`config.mk`:
```
export PLATFORM = sky130hd
export DESIGN_NAME = serial_xfer
export DESIGN_NICKNAME = d
export VERILOG_FILES = /design/src/rtl/serial_pkg.sv /design/src/rtl/serial_timeout.sv /design/src/rtl/serial_xfer.sv
export SDC_FILE = /design/constraint.sdc
export NUM_CORES = 1
export LEC_CHECK = 0
export CAP_MARGIN = 20
export CORE_UTILIZATION = 45
export DETAILED_ROUTE_END_ITERATION = 6
export GPL_ROUTABILITY_DRIVEN = 0
export HOLD_SLACK_MARGIN = 0.03
export PLACE_DENSITY = 0.8
export SKIP_CTS_REPAIR_TIMING = 1
export SLEW_MARGIN = 20
export SYNTH_ARGS = -nofsm -noshare
export SYNTH_HDL_FRONTEND = slang
export SYNTH_SLANG_ARGS = --single-unit
```
`constraint.sdc`:
```
create_clock -name clk -period 3.1 [get_ports clk]
set_input_delay 0.62 -clock clk [delete_from_list [all_inputs] [get_ports clk]]
set_output_delay 0.62 -clock clk [all_outputs]
set_load 0.005 [all_outputs]
```
`src/rtl/serial_pkg.sv`:
```
// Shared definitions for the serial_xfer transfer sequencer: state encoding and
// default parameter values.
package serial_pkg;

    localparam int DEF_DATA_W  = 8;
    localparam int DEF_LEN_W   = 4;
    localparam int DEF_TIMEOUT = 50000;

    typedef enum logic [2:0] {
        ST_IDLE,
        ST_TX_FETCH,
        ST_TX_SEND,
        ST_TX_GAP,
        ST_RX_WAIT,
        ST_FINISH
    } state_t;

endpackage

```
`src/rtl/serial_timeout.sv`:
```
// RX idle cycle counter: counts enabled cycles, restarts on clear, and flags
// the cycle on which TIMEOUT cycles have elapsed.
module serial_timeout
    import serial_pkg::*;
#(
    parameter int TIMEOUT = DEF_TIMEOUT
) (
    input  logic clk,
    input  logic reset,
    input  logic enable,
    input  logic clear,
    output logic expired
);
    localparam int CNT_W = $clog2(TIMEOUT + 1);

    logic [CNT_W-1:0] cnt;

    always_ff @(posedge clk or posedge reset) begin
        if (reset) begin
            cnt <= '0;
        end else if (clear) begin
            cnt <= '0;
        end else if (enable && !expired) begin
            cnt <= cnt + CNT_W'(1);
        end
    end

    // cnt is 0 on the first enabled cycle, so this fires on the TIMEOUT-th one
    assign expired = enable && (cnt == CNT_W'(TIMEOUT - 1));

endmodule

```
`src/rtl/serial_xfer.sv`:
```
// serial_xfer: sends tx_len host bytes to a UART, then collects rx_len bytes back.
// Optional RX idle timeout is built in when SERIAL_XFER_TIMEOUT_EN is defined.
module serial_xfer
    import serial_pkg::*;
#(
    parameter int DATA_W  = DEF_DATA_W,
    parameter int LEN_W   = DEF_LEN_W,
    parameter int TIMEOUT = DEF_TIMEOUT
) (
    input  logic              clk,
    input  logic              reset,
    input  logic              start,
    input  logic [LEN_W-1:0]  tx_len,
    input  logic [LEN_W-1:0]  rx_len,
    input  logic [DATA_W-1:0] in_data,
    input  logic              in_valid,
    output logic              in_ready,
    output logic [DATA_W-1:0] out_data,
    output logic              out_valid,
    output logic              busy,
    output logic              done,
    output logic              err_timeout,
    output logic [DATA_W-1:0] tx_data,
    output logic              tx_wr_strobe,
    input  logic              tx_busy,
    input  logic [DATA_W-1:0] rx_data,
    input  logic              rx_valid,
    output logic              rx_rd_strobe
);
    state_t            state, state_n;
    logic [LEN_W-1:0]  tx_cnt, tx_cnt_n, rx_cnt, rx_cnt_n;
    logic [DATA_W-1:0] hold, hold_n, tx_data_n, out_data_n;
    logic              out_valid_n, tx_wr_n, rx_rd_n, busy_n, done_n;
    logic              rx_take, expired;

    assign in_ready = (state == ST_TX_FETCH);
    // The strobe register doubles as the one-cycle ignore after each read
    assign rx_take  = (state == ST_RX_WAIT) && rx_valid && !rx_rd_strobe;

    always_comb begin
        state_n     = state;
        tx_cnt_n    = tx_cnt;
        rx_cnt_n    = rx_cnt;
        hold_n      = hold;
        tx_data_n   = tx_data;
        out_data_n  = out_data;
        busy_n      = busy;
        out_valid_n = 1'b0;
        tx_wr_n     = 1'b0;
        rx_rd_n     = 1'b0;
        done_n      = 1'b0;
        case (state)
            ST_IDLE: begin
                if (start) begin
                    busy_n   = 1'b1;
                    tx_cnt_n = tx_len;
                    rx_cnt_n = rx_len;
                    if (tx_len != '0)      state_n = ST_TX_FETCH;
                    else if (rx_len != '0) state_n = ST_RX_WAIT;
                    else                   state_n = ST_FINISH;
                end
            end
            ST_TX_FETCH: begin
                if (in_valid) begin
                    hold_n  = in_data;
                    state_n = ST_TX_SEND;
                end
            end
            ST_TX_SEND: begin
                if (!tx_busy) begin
                    tx_data_n = hold;
                    tx_wr_n   = 1'b1;
                    tx_cnt_n  = tx_cnt - LEN_W'(1);
                    state_n   = ST_TX_GAP;
                end
            end
            ST_TX_GAP: begin
                if (tx_cnt != '0)      state_n = ST_TX_FETCH;
                else if (rx_cnt != '0) state_n = ST_RX_WAIT;
                else                   state_n = ST_FINISH;
            end
            ST_RX_WAIT: begin
                if (rx_take) begin
                    out_data_n  = rx_data;
                    out_valid_n = 1'b1;
                    rx_rd_n     = 1'b1;
                    rx_cnt_n    = rx_cnt - LEN_W'(1);
                    if (rx_cnt == LEN_W'(1)) state_n = ST_FINISH;
                end else if (expired) begin
                    state_n = ST_FINISH;
                end
            end
            ST_FINISH: begin
                done_n  = 1'b1;
                busy_n  = 1'b0;
                state_n = ST_IDLE;
            end
            default: state_n = ST_IDLE;
        endcase
    end

    always_ff @(posedge clk or posedge reset) begin
        if (reset) begin
            state        <= ST_IDLE;
            tx_cnt       <= '0;
            rx_cnt       <= '0;
            hold         <= '0;
            tx_data      <= '0;
            out_data     <= '0;
            busy         <= 1'b0;
            out_valid    <= 1'b0;
            tx_wr_strobe <= 1'b0;
            rx_rd_strobe <= 1'b0;
            done         <= 1'b0;
        end else begin
            state        <= state_n;
            tx_cnt       <= tx_cnt_n;
            rx_cnt       <= rx_cnt_n;
            hold         <= hold_n;
            tx_data      <= tx_data_n;
            out_data     <= out_data_n;
            busy         <= busy_n;
            out_valid    <= out_valid_n;
            tx_wr_strobe <= tx_wr_n;
            rx_rd_strobe <= rx_rd_n;
            done         <= done_n;
        end
    end

`ifdef SERIAL_XFER_TIMEOUT_EN
    logic err_pend;

    serial_timeout #(.TIMEOUT(TIMEOUT)) u_timeout (
        .clk     (clk),
        .reset   (reset),
        .enable  (state == ST_RX_WAIT),
        .clear   ((state != ST_RX_WAIT) || rx_take),
        .expired (expired)
    );

    // The timeout is remembered until FINISH so the flag lines up with done
    always_ff @(posedge clk or posedge reset) begin
        if (reset) begin
            err_pend    <= 1'b0;
            err_timeout <= 1'b0;
        end else begin
            err_timeout <= (state == ST_FINISH) && err_pend;
            if (state == ST_FINISH) begin
                err_pend <= 1'b0;
            end else if ((state == ST_RX_WAIT) && expired && !rx_take) begin
                err_pend <= 1'b1;
            end
        end
    end
`else
    logic unused_timeout;
    assign unused_timeout = (TIMEOUT > 0);
    assign expired        = 1'b0;
    assign err_timeout    = 1'b0;
`endif

endmodule

```
==> qor.yml <==
run_status:
  status: "finished clean"
route:
  drt_first_pass_iters: 4
  wl_um: 3700
  first_iter_violations: 59
  viasPerCell: 5.26
  drcViolationCount: 0
  vias: 1378
  wire_per_inst_um: 14.1
  ant_nets: 0
timing:
  finalSetupViolCount: 0
  rsz0062_at_grt: "no"
  holdWs_ns: 0.506
  slew_violations: 0
  clock_skew_ns: 0.00409
  slew_headroom_pct: 61.9
  timing.final.hold_violations: 0
  max_freq_mhz: 411
  min_period_ns: 2.43
  finalSetupTns_ns: 0
  worst_slack_ns: 0.668
  max_slew.worst_pin.slew_ns: 0.570
  timing.final.crit_share_pct: 78.5
global_routing:
  grt.overflow.total: 0
  grt_pass1_vias: 1412
  antenna_found_initial: 0
  grt_max_degree: 26
  grt_pass1_wl_um: 6220
  grt_util_all_layers_pct: 19.3
yosys:
  synth_cell_types: 41
  synth_fa_ha_area_share_pct: 2.68
  synthesis.nets: 194
  syn_area_um2: 1870
  synth-simple-area-share_pct: 13.0
  synth_compound_area_share_pct: 12.4
  syn_inst: 160
  synth_xor_area_share_pct: 0
  ys_ff_latch: 39
  muxShareOfSynthArea_pct: 15.0
  ys_seq_area_share_pct: 52.3
  synth_flop_cell: "dfrtp_1"
  avgSynthCellArea_um2: 11.7
  synth_async_sr_flop_share_pct: 100
  synth_warnings: 0
  synth_top_family_by_area: "multiplexers"
  synth_edf_count: 0
layout:
  nFillCells: 323
  drive_above_1_share_pct: 17.9
  fin_nets: 245
  insertedDiodeCount: 0
  synthToLayoutAreaGrowth_pct: 34.5
  layout_common_cells: "clkdlybuf4s50_1 (51), dfrtp_1 (39), mux2_2 (24)"
  layout_commonest_cell: "clkdlybuf4s50_1"
  stdcell_count: 262
  stdcell_area_um2: 2510
  post-route-util_pct: 62.8
floorplanning:
  core_um2: 4000
  die_area_um2: 4410
  initial_core_util_pct: 46.7
  core.rowCount: 23
  die_x_um: 66.4
  fp.dieH_um: 66.4
  io_pins: 53
setup_path:
  cp-end-kind: "output pin"
  path_cells: "nor2_1 > nand2_1 > inv_1 > clkdlybuf4s50_1"
  critPathMaxFanout: 15
  crit_type: "flip-flop to output pin"
  max_stage_delay_ns: 0.56
  worstPathRequired_ns: 2.48
  critPathSlowestCell: "dfrtp_1"
  worstSetupStartpointType: "flip-flop"
  rr_worst_depth: 3
  arrival_ns: 1.81
placement:
  place_ws_ns: 0.785
  place_hpwl_um: 2710
  postPlaceCellArea_um2: 2400
  io_buffers: 51
  post-place-cells: 254
clock_network:
  clock-root-buffer: "clkbuf_8"
  numCtsBuffers: 5
  clk_latency_ns: 0.29
  htree_levels: 2
  cts_sinks: 39
  cts_buffer_depth: 2
  clk_pin_slew_ns: 0.08
  cts_tree: "yes"
flow_run:
  maxCapViolCount: 0
power:
  vdd_drop_max_mv: 0.561
  p_per_area_nw_per_um2: 839
  total_power_mw: 2.11
  p_leak_nw: 1.09
worst_hold_path:
  holdCritPathClass: "flip-flop to flip-flop"
  hold_depth: 1
## area by class of cell
class | count | area (µm²) | area share (%)
sequential | 39 | 976 | 38.9
inverter | 9 | 33.8 | 1.35
tap | 50 | 62.6 | 2.49
multi-input combinational | 104 | 808 | 32.2
clock inverter | 3 | 43.8 | 1.74
timing repair buffer | 52 | 518 | 20.6
clock buffer | 5 | 68.8 | 2.74
## flip-flops by register name, indices dropped and copies added, names as in the netlist
| name | cells |
|---|---|
| busy | 1 |
| done | 1 |
| hold | 8 |
| out_data | 8 |
| rx_cnt | 4 |
| rx_rd_strobe | 1 |
| state | 3 |
| tx_cnt | 4 |
| tx_data | 8 |
| tx_wr_strobe | 1 |
## Yosys cell counts, types with 3 or more instances
library cell  count  area share (%)
nand2_1           7             1.4
ha_1              4             2.7
o21ai_1           4             1.1
buf_2             3            0.80
mux2_2           24              14
inv_1             9             1.8
nor3b_1           3             1.2
a21oi_1           9             2.4
o21ai_0           8             2.1
dfrtp_1          39              52
nor2_1            6             1.2
nor2b_1           3             1.0
o21a_1            3             1.2
nor3_1            3            0.80
## power breakdown
part	switching, mW	internal (mW)	leakage (nW)	total (mW)
sequential	0.169	0.720	0.483	0.890
clock	0.188	0.240	0.0581	0.427
combinational	0.311	0.479	0.549	0.789
total	0.668	1.44	1.09	2.11
## path summary, 6_finish.rpt
path                                from    endpoint  slack, ns
worst max-delay path            state[1]    in_ready       0.67
min in group asynchronous          reset   rx_cnt[3]       0.68
max in group asynchronous          reset  tx_data[1]       1.69
worst min register to register   hold[0]  tx_data[0]       0.51
worst min-delay path             hold[0]  tx_data[0]       0.51
worst max register to register  state[1]  tx_data[1]       1.13
## worst max-delay path: cells and delay by family, from the launching register on
kind,cells,cell delay (ns)
buffers and inverters,2,0.60
AND/OR/NAND/NOR,2,0.36
flip-flops,1,0.56
## layer usage
metal / global-route usage (%) / share of wire [%] / vias to the layer above / wire (µm)
li1: - / - / 664 / -
met1: 23.8 / 43 / 681 / 1580
met2: 31.0 / 51 / 26 / 1890
met3: 6.55 / 4.5 / 7 / 165
met4: 7.45 / 1.5 / 0 / 56
met5: 0 / 0 / - / 0
## kinds of logic (layout without fill, tap and decap cells)
logic type | after synthesis | after routing
compound gates | 35 | 35
fa+ha+maj | 4 | 4
buf+inv | 17 | 69
flops | 39 | 39
mux | 25 | 25
other cells | 1 | 1
simple gates | 39 | 39
Power figures use the tool's default switching activity.
